File: src/rtl/sync_fifo_v2_if.sv
// sync_fifo_v2_if: producer/consumer bundle for sync_fifo_v2 (enable, flush, write/read handshakes, status).
interface sync_fifo_v2_if #(
  parameter int DATA_WIDTH = 32,
  parameter int ADDR_WIDTH = 4
);
  logic                  EN;
  logic                  clear;
  logic                  wr_en;
  logic [DATA_WIDTH-1:0] data_in;
  logic                  rd_en;
  logic [DATA_WIDTH-1:0] data_out;
  logic                  rd_valid;
  logic                  empty;
  logic                  full;
  logic                  almost_empty;
  logic                  almost_full;
  logic [ADDR_WIDTH:0]   data_count;
  logic                  overflow;
  logic                  underflow;
  modport master (
    output EN, clear, wr_en, data_in, rd_en,
    input  data_out, rd_valid, empty, full, almost_empty, almost_full, data_count, overflow, underflow
  );
  modport slave (
    input  EN, clear, wr_en, data_in, rd_en,
    output data_out, rd_valid, empty, full, almost_empty, almost_full, data_count, overflow, underflow
  );
endinterface

File: src/rtl/sync_fifo_v2.sv
// sync_fifo_v2: single-clock FIFO with registered flags, flush and overflow/underflow pulses.
// Define SYNC_FIFO_V2_FWFT_EN for first-word-fall-through reads; default is 1-cycle registered reads.
module sync_fifo_v2 #(
  parameter int DATA_WIDTH    = 32,
  parameter int ADDR_WIDTH    = 4,
  parameter int AFULL_THRESH  = 12,
  parameter int AEMPTY_THRESH = 2
) (
  input logic           clk,
  input logic           reset,
  sync_fifo_v2_if.slave bus
);
  localparam int DEPTH = 1 << ADDR_WIDTH;
  localparam int CW    = ADDR_WIDTH + 1;
  logic [DATA_WIDTH-1:0] mem [DEPTH];
  logic [ADDR_WIDTH-1:0] wr_ptr, rd_ptr;
  logic [CW-1:0]         count, count_next;
  logic                  empty_q, full_q, aempty_q, afull_q, ovf_q, udf_q;
  logic                  rd_acc, wr_acc, go, wr_go, rd_go;
  // a full FIFO still takes a write when a read frees a slot in the same cycle
  always_comb begin
    rd_acc     = bus.rd_en & ~empty_q;
    wr_acc     = bus.wr_en & (~full_q | rd_acc);
    go         = bus.EN & ~bus.clear;
    wr_go      = go & wr_acc;
    rd_go      = go & rd_acc;
    count_next = bus.clear ? '0 : count + CW'(wr_acc) - CW'(rd_acc);
  end
  always_ff @(posedge clk)
    if (wr_go) mem[wr_ptr] <= bus.data_in;
  always_ff @(posedge clk or posedge reset)
    if (reset) begin
      wr_ptr   <= '0;
      rd_ptr   <= '0;
      count    <= '0;
      empty_q  <= 1'b1;
      full_q   <= 1'b0;
      aempty_q <= 1'b1;
      afull_q  <= 1'b0;
      ovf_q    <= 1'b0;
      udf_q    <= 1'b0;
    end else if (!bus.EN) begin
      ovf_q    <= 1'b0;
      udf_q    <= 1'b0;
    end else begin
      wr_ptr   <= bus.clear ? '0 : wr_ptr + ADDR_WIDTH'(wr_acc);
      rd_ptr   <= bus.clear ? '0 : rd_ptr + ADDR_WIDTH'(rd_acc);
      count    <= count_next;
      empty_q  <= count_next == '0;
      full_q   <= count_next == CW'(DEPTH);
      aempty_q <= count_next <= CW'(AEMPTY_THRESH);
      afull_q  <= count_next >= CW'(AFULL_THRESH);
      ovf_q    <= ~bus.clear & bus.wr_en & ~wr_acc;
      udf_q    <= ~bus.clear & bus.rd_en & ~rd_acc;
    end
  assign bus.data_count   = count;
  assign bus.empty        = empty_q;
  assign bus.full         = full_q;
  assign bus.almost_empty = aempty_q;
  assign bus.almost_full  = afull_q;
  assign bus.overflow     = ovf_q;
  assign bus.underflow    = udf_q;
`ifdef SYNC_FIFO_V2_FWFT_EN
  assign bus.data_out = mem[rd_ptr];
  assign bus.rd_valid = ~empty_q;
`else
  logic [DATA_WIDTH-1:0] dout_q;
  logic                  rv_q;
  always_ff @(posedge clk or posedge reset)
    if (reset) begin
      dout_q <= '0;
      rv_q   <= 1'b0;
    end else begin
      rv_q <= rd_go;
      if (rd_go) dout_q <= mem[rd_ptr];
    end
  assign bus.data_out = dout_q;
  assign bus.rd_valid = rv_q;
`endif
endmodule

File: src/flat_wrapper.sv
// flat-port wrapper written by rule: the top's interface ports become plain ports
module sync_fifo_v2_flat 
#(
  parameter int DATA_WIDTH    = 32,
  parameter int ADDR_WIDTH    = 4,
  parameter int AFULL_THRESH  = 12,
  parameter int AEMPTY_THRESH = 2
)
  (clk, reset, bus_EN, bus_clear, bus_wr_en, bus_data_in, bus_rd_en, bus_data_out, bus_rd_valid, bus_empty, bus_full, bus_almost_empty, bus_almost_full, bus_data_count, bus_overflow, bus_underflow);
  sync_fifo_v2_if #(.DATA_WIDTH(DATA_WIDTH), .ADDR_WIDTH(ADDR_WIDTH)) bus_i ();
  input logic clk;
  input logic reset;
  input wire logic [$bits(bus_i.EN)-1:0] bus_EN;
  input wire logic [$bits(bus_i.clear)-1:0] bus_clear;
  input wire logic [$bits(bus_i.wr_en)-1:0] bus_wr_en;
  input wire logic [$bits(bus_i.data_in)-1:0] bus_data_in;
  input wire logic [$bits(bus_i.rd_en)-1:0] bus_rd_en;
  output wire logic [$bits(bus_i.data_out)-1:0] bus_data_out;
  output wire logic [$bits(bus_i.rd_valid)-1:0] bus_rd_valid;
  output wire logic [$bits(bus_i.empty)-1:0] bus_empty;
  output wire logic [$bits(bus_i.full)-1:0] bus_full;
  output wire logic [$bits(bus_i.almost_empty)-1:0] bus_almost_empty;
  output wire logic [$bits(bus_i.almost_full)-1:0] bus_almost_full;
  output wire logic [$bits(bus_i.data_count)-1:0] bus_data_count;
  output wire logic [$bits(bus_i.overflow)-1:0] bus_overflow;
  output wire logic [$bits(bus_i.underflow)-1:0] bus_underflow;
  assign bus_i.EN = bus_EN;
  assign bus_i.clear = bus_clear;
  assign bus_i.wr_en = bus_wr_en;
  assign bus_i.data_in = bus_data_in;
  assign bus_i.rd_en = bus_rd_en;
  assign bus_data_out = bus_i.data_out;
  assign bus_rd_valid = bus_i.rd_valid;
  assign bus_empty = bus_i.empty;
  assign bus_full = bus_i.full;
  assign bus_almost_empty = bus_i.almost_empty;
  assign bus_almost_full = bus_i.almost_full;
  assign bus_data_count = bus_i.data_count;
  assign bus_overflow = bus_i.overflow;
  assign bus_underflow = bus_i.underflow;
  sync_fifo_v2 #(.DATA_WIDTH(DATA_WIDTH), .ADDR_WIDTH(ADDR_WIDTH), .AFULL_THRESH(AFULL_THRESH), .AEMPTY_THRESH(AEMPTY_THRESH)) u_core (.clk(clk), .reset(reset), .bus(bus_i));
endmodule
File: config.mk
export PLATFORM = sky130hd
export DESIGN_NAME = sync_fifo_v2_flat
export DESIGN_NICKNAME = d
export VERILOG_FILES = /design/src/rtl/sync_fifo_v2_if.sv /design/src/rtl/sync_fifo_v2.sv /design/src/flat_wrapper.sv
export SDC_FILE = /design/constraint.sdc
export NUM_CORES = 1
export LEC_CHECK = 0
export BUFFER_PORTS_ARGS = -buffer_cell sky130_fd_sc_hd__clkbuf_2
export CORE_MARGIN = 4
export CORE_UTILIZATION = 45
export CTS_BUF_LIST = sky130_fd_sc_hd__clkbuf_16
export DETAILED_ROUTE_END_ITERATION = 8
export HOLD_SLACK_MARGIN = 0.08
export MAX_ROUTING_LAYER = met4
export PLACE_DENSITY = 0.74
export SYNTH_ARGS = -nofsm -noshare
export SYNTH_HDL_FRONTEND = slang
export SYNTH_SLANG_ARGS = --single-unit
File: constraint.sdc
create_clock -name clk -period 3.9 [get_ports clk]
set_clock_uncertainty 0.2 [all_clocks]
set_input_delay 0.39 -clock clk [delete_from_list [all_inputs] [get_ports clk]]
set_output_delay 0.39 -clock clk [all_outputs]
set_load 0.005 [all_outputs]
======== Word level (Yosys, flattened, before mapping) ========
Memories as Yosys holds them, arrays and structs flattened. A register that Yosys moved wholly into a read port is not among the register bits.
Cells that the tools add are included.
storage, ports and cells
  register bits after elaboration ......... 20
  RAM bits ................................ 512
  memories kept ........................... 1
memory list
  memory      words  width  read ports  clocked after Yosys merged registers in  write ports  RTL line            source
  u_core.mem  16     32     1           1                                        1            sync_fifo_v2.sv:15  logic [DATA_WIDTH-1:0] mem [DEPTH];
operators by class
  add/sub/neg operators ................... 4
  $lt $le $gt $ge ......................... 2
  equality and inequality tests ........... 1
  muxes and demuxes ....................... 7
  bitwise gates (word level) .............. 15
  reductions and logical operators ........ 1
operators with widths
  operator              count
  $and A1 B1 Y1         9
  $add A4 B1 Y4         2
  $mux W4               2
  $add A5 B1 Y5         1
  $eq A5 B5 Y1 const B  1
  $ge A5 B4 Y1 const B  1
  $le A5 B2 Y1 const B  1
  $logic_not A5 Y1      1
  $mux W5               1
  $not A1 Y1            5
  $sub A5 B1 Y5         1
  $mux W1               4
  $or A1 B1 Y1          1

======== Longest topological paths before layout ========
  word-level depth ........................ 8
  depth in mapped cells ................... 12

======== Worst setup path before layout ========
No wires, ideal clock.
  path kind ............................... input to register
  start point ............................. input bus_EN
  end point ............................... memory u_core.mem[0][0], enable pin
  library setup time ...................... 461 ps
  arrival time ............................ 3,451 ps
  required time ........................... 3,239 ps
  setup slack ............................. -212 ps
  cell stages on the path ................. 6
  buffers on the path ..................... 1
  path through ............................ buf_2 > and2b_2 > nand2_1 > a21oi_1 > nand3_1 > nor3_1
on the way
  word-level cells in the longest chain between the ends .. 4
ends and longest elaborated chain
  what                           RTL line            source
  start: declaration             flat_wrapper.sv:13  input wire logic [$bits(bus_i.EN)-1:0] bus_EN;
  $and A1 B1 Y1                  sync_fifo_v2.sv:24  go = bus.EN & ~bus.clear;
  $and A1 B1 Y1                  sync_fifo_v2.sv:25  wr_go = go & wr_acc;
  $mux W1                        sync_fifo_v2.sv:30  if (wr_go) mem[wr_ptr] <= bus.data_in;
  $mux W1 (implied by the code)  sync_fifo_v2.sv:30
  end: declaration               sync_fifo_v2.sv:15
No other way between the ends.

======== Worst setup path after layout ========
  start point ............................. input bus_clear
  end point ............................... memory u_core.mem[11][15], enable pin
on the way
  word-level cells in the longest chain between the ends .. 5
ends and longest elaborated chain
  what                           RTL line            source
  start: declaration             flat_wrapper.sv:14  input wire logic [$bits(bus_i.clear)-1:0] bus_clear;
  $not A1 Y1                     sync_fifo_v2.sv:24
  $and A1 B1 Y1                  sync_fifo_v2.sv:24
  $and A1 B1 Y1                  sync_fifo_v2.sv:25
  $mux W1                        sync_fifo_v2.sv:30
  $mux W1 (implied by the code)  sync_fifo_v2.sv:30
No other way between the ends.

==> results.txt <==
- Synth area leader: sky130_fd_sc_hd__edfxtp_1
- The first global-routing pass estimated 74400 µm of wire.
* Remaining DRCs: 0
- Full die area: 52000 µm²
* PD cells: 563 nW/µm²
* Antenna viol nets, final: 0
- During synthesis, Yosys emitted a total of 0 warnings.
- Number of setup buffers added after CTS: 0
* Crit path max-delay family: simple AND/OR/NAND/NOR gates
- Cell at the slowest stage of the critical path: sky130_fd_sc_hd__nor2_4
- Detailed placement finished with a half-perimeter wire length of 29900 µm.
- The worst pin sits at a relative slew slack of 46.5%.
* Placer's final routability congestion estimate: 0.835
* CTS Buffer Depth: 3
- Hold Violations, Final: 0
- In this run the worst path has a maximum fanout of 20.
* Crit end category: flop
- In this run the worst hold path is classified as input pin to flop.
- Vertical die dimension: 228 µm
* Avg Synthesized Cell Area: 18.2 µm²
* Distinct cell type count of the synthesized netlist: 42
- In this run the core area contains 80 standard-cell rows.
- Global Route Usage Sum: 19.2%
* Crit path setup slack, layout: 0.860 ns
- The number of slew-limit violations in the final report was 0.
- Dividing the detail-routed wire length by the instance count gives 24.5 µm.
* Maxcap violations: 0
- For this run, the detailed router's first-pass iteration total came to 5.
- WHS Endpoint: u_core.mem[11][3]
* Achievable Freq: 0.329 GHz
- CTS clk-pin slew, worst paths: 0.06 ns
* Cell area after synthesis: 21800 µm²
- Unrepaired setup endpoints after global routing: false
- Peak supply drop: 0.484 mV
- Post-synth EDFFs: 512
- Compared with the post-synthesis result, the final layout area differs by 15.9%.
- CTS Root Cell: sky130_fd_sc_hd__clkbuf_16
- In this design, the stage delay of the slowest critical-path cell is 0.56 ns.
- Crit Reg-Reg Startpoint: u_core.bus.empty
* Largest net degree at the start of global routing: 47
- The H-tree generated during clock tree synthesis spans 2 levels.
* Worst Max-Slew Pin Slew: 0.803 ns
- The synthesized design devotes to its leading area cell type 70.6% of total area.
- Later-pin clock latency in the skew report: 0.62 ns
- 82 I/O pins were placed.
- Number of DRC violations after detailed-routing iteration 0: 1090
- Portion of the post-synthesis area used by sequential elements: 76.5%
- The number of antenna violations at the first check in global routing was 2.
- Drt via density: 5.76
* Hold Startpoint: bus_data_in[3]
- For this run the aggregate overflow at the end of global routing stands at 0.
* Slack of the worst reg-to-reg path: 1.18 ns
- Counting both buffers and inverters, the worst setup path holds a total of 4.
- Once the floorplan was initialized, standard cells occupied 45.5% of the core.
* Count of input and output buffers: 81
- Subtracting the final worst setup slack from the clock period gives 3.04 ns.
- Fraction of layout cells with a size suffix above 1: 19.5%
- For the worst flop-to-flop path, the logic depth is 12.
* Number of buffers created by CTS: 55
- Worst slack, placed: 0.792 ns
- Detailed routing inserted a total of 11500 vias.
- Die Wd: 228 µm
- After technology mapping, the gate count stands at 1198.
- Proportion of synthesized flip-flops having asynchronous set or reset: 9.22%
- Post-synthesis register bit count: 564
- Outcome: completed
* Number of nets at the end of the flow: 1389
* Synth Net Count: 1245
- Total of endpoints with negative setup slack in the final report: 0
- In the final timing run, aggregate negative setup slack is 0 ns.
- The endpoint identified for the worst register-to-register timing path is u_core.bus.full.
- In this run the static leakage power is 8.20 nW.
* Dominant synthesized flop cell: sky130_fd_sc_hd__edfxtp_1
* Total wirelength of the detailed-routed design: 49200 µm
* Worst setup path category: input pin to flop
- The worst path uses 77.9% of the clock period.
- Data on the critical path arrives at its endpoint at 3.14 ns.
- Clock sink count: 564
- After synthesis, the cell types taking the most area are sky130_fd_sc_hd__edfxtp_1 (71%), sky130_fd_sc_hd__mux2i_1 (8.7%), sky130_fd_sc_hd__dfrtp_1 (5.7%).
- Clock tree from TritonCTS: done
* Required time of the critical path: 4.00 ns
- Type of element launching the critical path: input pin
* Vias in the first global route: 11800
* Hold path depth: 1
- Placeable core region: 47800 µm²
- Cells along the critical path: dlygate4sd3_1, clkbuf_2, and2b_2, nand2_1, a21oi_1, buf_4, nand3_1, nor2_4, buf_12
==> area by class of cell <==
| type | instances | area [µm²] |
|---|---|---|
| fill | 3675 | 22600 |
| sequential | 564 | 16700 |
| multi-input combinational | 552 | 4830 |
| clock buffer | 55 | 1380 |
| timing repair buffer | 150 | 1130 |
| tap | 615 | 769 |
| clock inverter | 48 | 372 |
| inverter | 19 | 73.8 |
| antenna | 2 | 5.00 |
==> placed cells by master (no fill, tap or decap), types with 5 or more instances in the layout <==
cell / netlist / routed
sky130_fd_sc_hd__a21oi_1: 6 / 6
sky130_fd_sc_hd__a22oi_1: 62 / 62
sky130_fd_sc_hd__a32oi_1: 16 / 16
sky130_fd_sc_hd__buf_12: 0 / 10
sky130_fd_sc_hd__buf_4: 10 / 28
sky130_fd_sc_hd__bufinv_16: 0 / 5
sky130_fd_sc_hd__clkbuf_16: 0 / 55
sky130_fd_sc_hd__clkbuf_2: 0 / 81
sky130_fd_sc_hd__clkinv_1: 0 / 17
sky130_fd_sc_hd__clkinv_2: 0 / 9
sky130_fd_sc_hd__dfrtp_1: 50 / 47
sky130_fd_sc_hd__dlygate4sd3_1: 0 / 31
sky130_fd_sc_hd__edfxtp_1: 512 / 512
sky130_fd_sc_hd__ha_1: 8 / 8
sky130_fd_sc_hd__inv_1: 17 / 28
sky130_fd_sc_hd__mux2_2: 13 / 13
sky130_fd_sc_hd__mux2i_1: 190 / 190
sky130_fd_sc_hd__mux4_2: 34 / 34
sky130_fd_sc_hd__nand2_1: 51 / 51
sky130_fd_sc_hd__nand2b_1: 7 / 7
sky130_fd_sc_hd__nand3_1: 21 / 21
sky130_fd_sc_hd__nor2_1: 41 / 27
sky130_fd_sc_hd__nor2_4: 0 / 12
sky130_fd_sc_hd__nor3_1: 21 / 17
sky130_fd_sc_hd__o21ai_0: 8 / 8
sky130_fd_sc_hd__o22ai_1: 54 / 54
==> repair_timing <==
action	CTS	global route
hold endpoints to repair	370	0
hold buffers	31	0
resized for setup	0	0
==> where the power goes <==
part	switching, mW	leakage, nW	internal (mW)
logic	1.07	2.06	0.848
registers	0.312	5.24	6.87
clock network	2.21	0.898	2.90
==> worst register-to-register path, delay by kind of cell, from the launching register on <==
kind,cells,cell delay [ns]
AOI/OAI and AO/OA,2,0.43
xor gates and xnor gates,1,0.11
adders and majority gates,2,0.57
buffers and inverters,2,0.21
DFF,1,0.38
and+or+nand+nor,5,0.73
==> worst max path at each step <==
| stage | startpoint | to | slack [ns] | depth (start not counted) |
|---|---|---|---|---|
| 2_1_floorplan | bus_EN | u_core.mem[12][0] | 0.64 | 6 |
| 3_3_place_gp | bus_clear | u_core.mem[11][27] | 0.86 | 8 |
| 3_5_place_dp | bus_clear | u_core.mem[11][25] | 0.79 | 8 |
| 4_1_cts | bus_clear | u_core.mem[11][15] | 0.86 | 9 |
| 5_1_grt | bus_clear | u_core.mem[11][15] | 0.76 | 9 |
| 6_report | bus_clear | u_core.mem[11][15] | 0.86 | 9 |
==> metal layers <==
layer	wire, µm	global-route usage, %
met5	0	-
met3	3170	3.72
met2	24600	30.5
met1	20200	25.3
met4	1300	5.89
==> synth_stat cells, types with 21 or more instances <==
cell / number
sky130_fd_sc_hd__clkbuf_1: 24
sky130_fd_sc_hd__nand3_1: 21
sky130_fd_sc_hd__mux4_2: 34
sky130_fd_sc_hd__mux2i_1: 190
sky130_fd_sc_hd__nor2_1: 41
sky130_fd_sc_hd__edfxtp_1: 512
sky130_fd_sc_hd__nand2_1: 51
sky130_fd_sc_hd__a22oi_1: 62
sky130_fd_sc_hd__buf_2: 21
sky130_fd_sc_hd__nor3_1: 21
sky130_fd_sc_hd__o22ai_1: 54
sky130_fd_sc_hd__dfrtp_1: 50
==> metrics by stage <==
stage          power, mW  hold WS, ns  area (µm²)  cells  util, %
6_report            14.2       0.0863       25200   2005     52.8
2_1_floorplan       8.40        0.281       21800   1198        -
5_1_grt             14.8       0.0977       25200   2005     52.8
3_3_place_gp        9.16        0.277       23200   1869     48.4
3_5_place_dp        9.21        0.283       23200   1869     48.4
4_1_cts             14.3       0.0802       25200   2003     52.7
==> flip-flops by register name (all words and copies together) (netlist names), 4 cells and up <==
register and count:
u_core.mem 512, u_core.bus.data_out 32, u_core.bus.data_count 5, u_core.rd_ptr 4, u_core.wr_ptr 4
==> cells by family (layout without fill, tap and decap cells) <==
group,Yosys count,count (layout),synth area share (%)
simple gates,151,151,3.09
buf+inv,82,272,1.92
xor+xnor,4,4,0.161
mux,237,237,12.9
fa+ha+maj,9,9,0.551
compound gates,151,151,4.81
flops,564,564,76.5
other cells,0,2,0
Note: power is estimated with default switching activity, not from simulation.
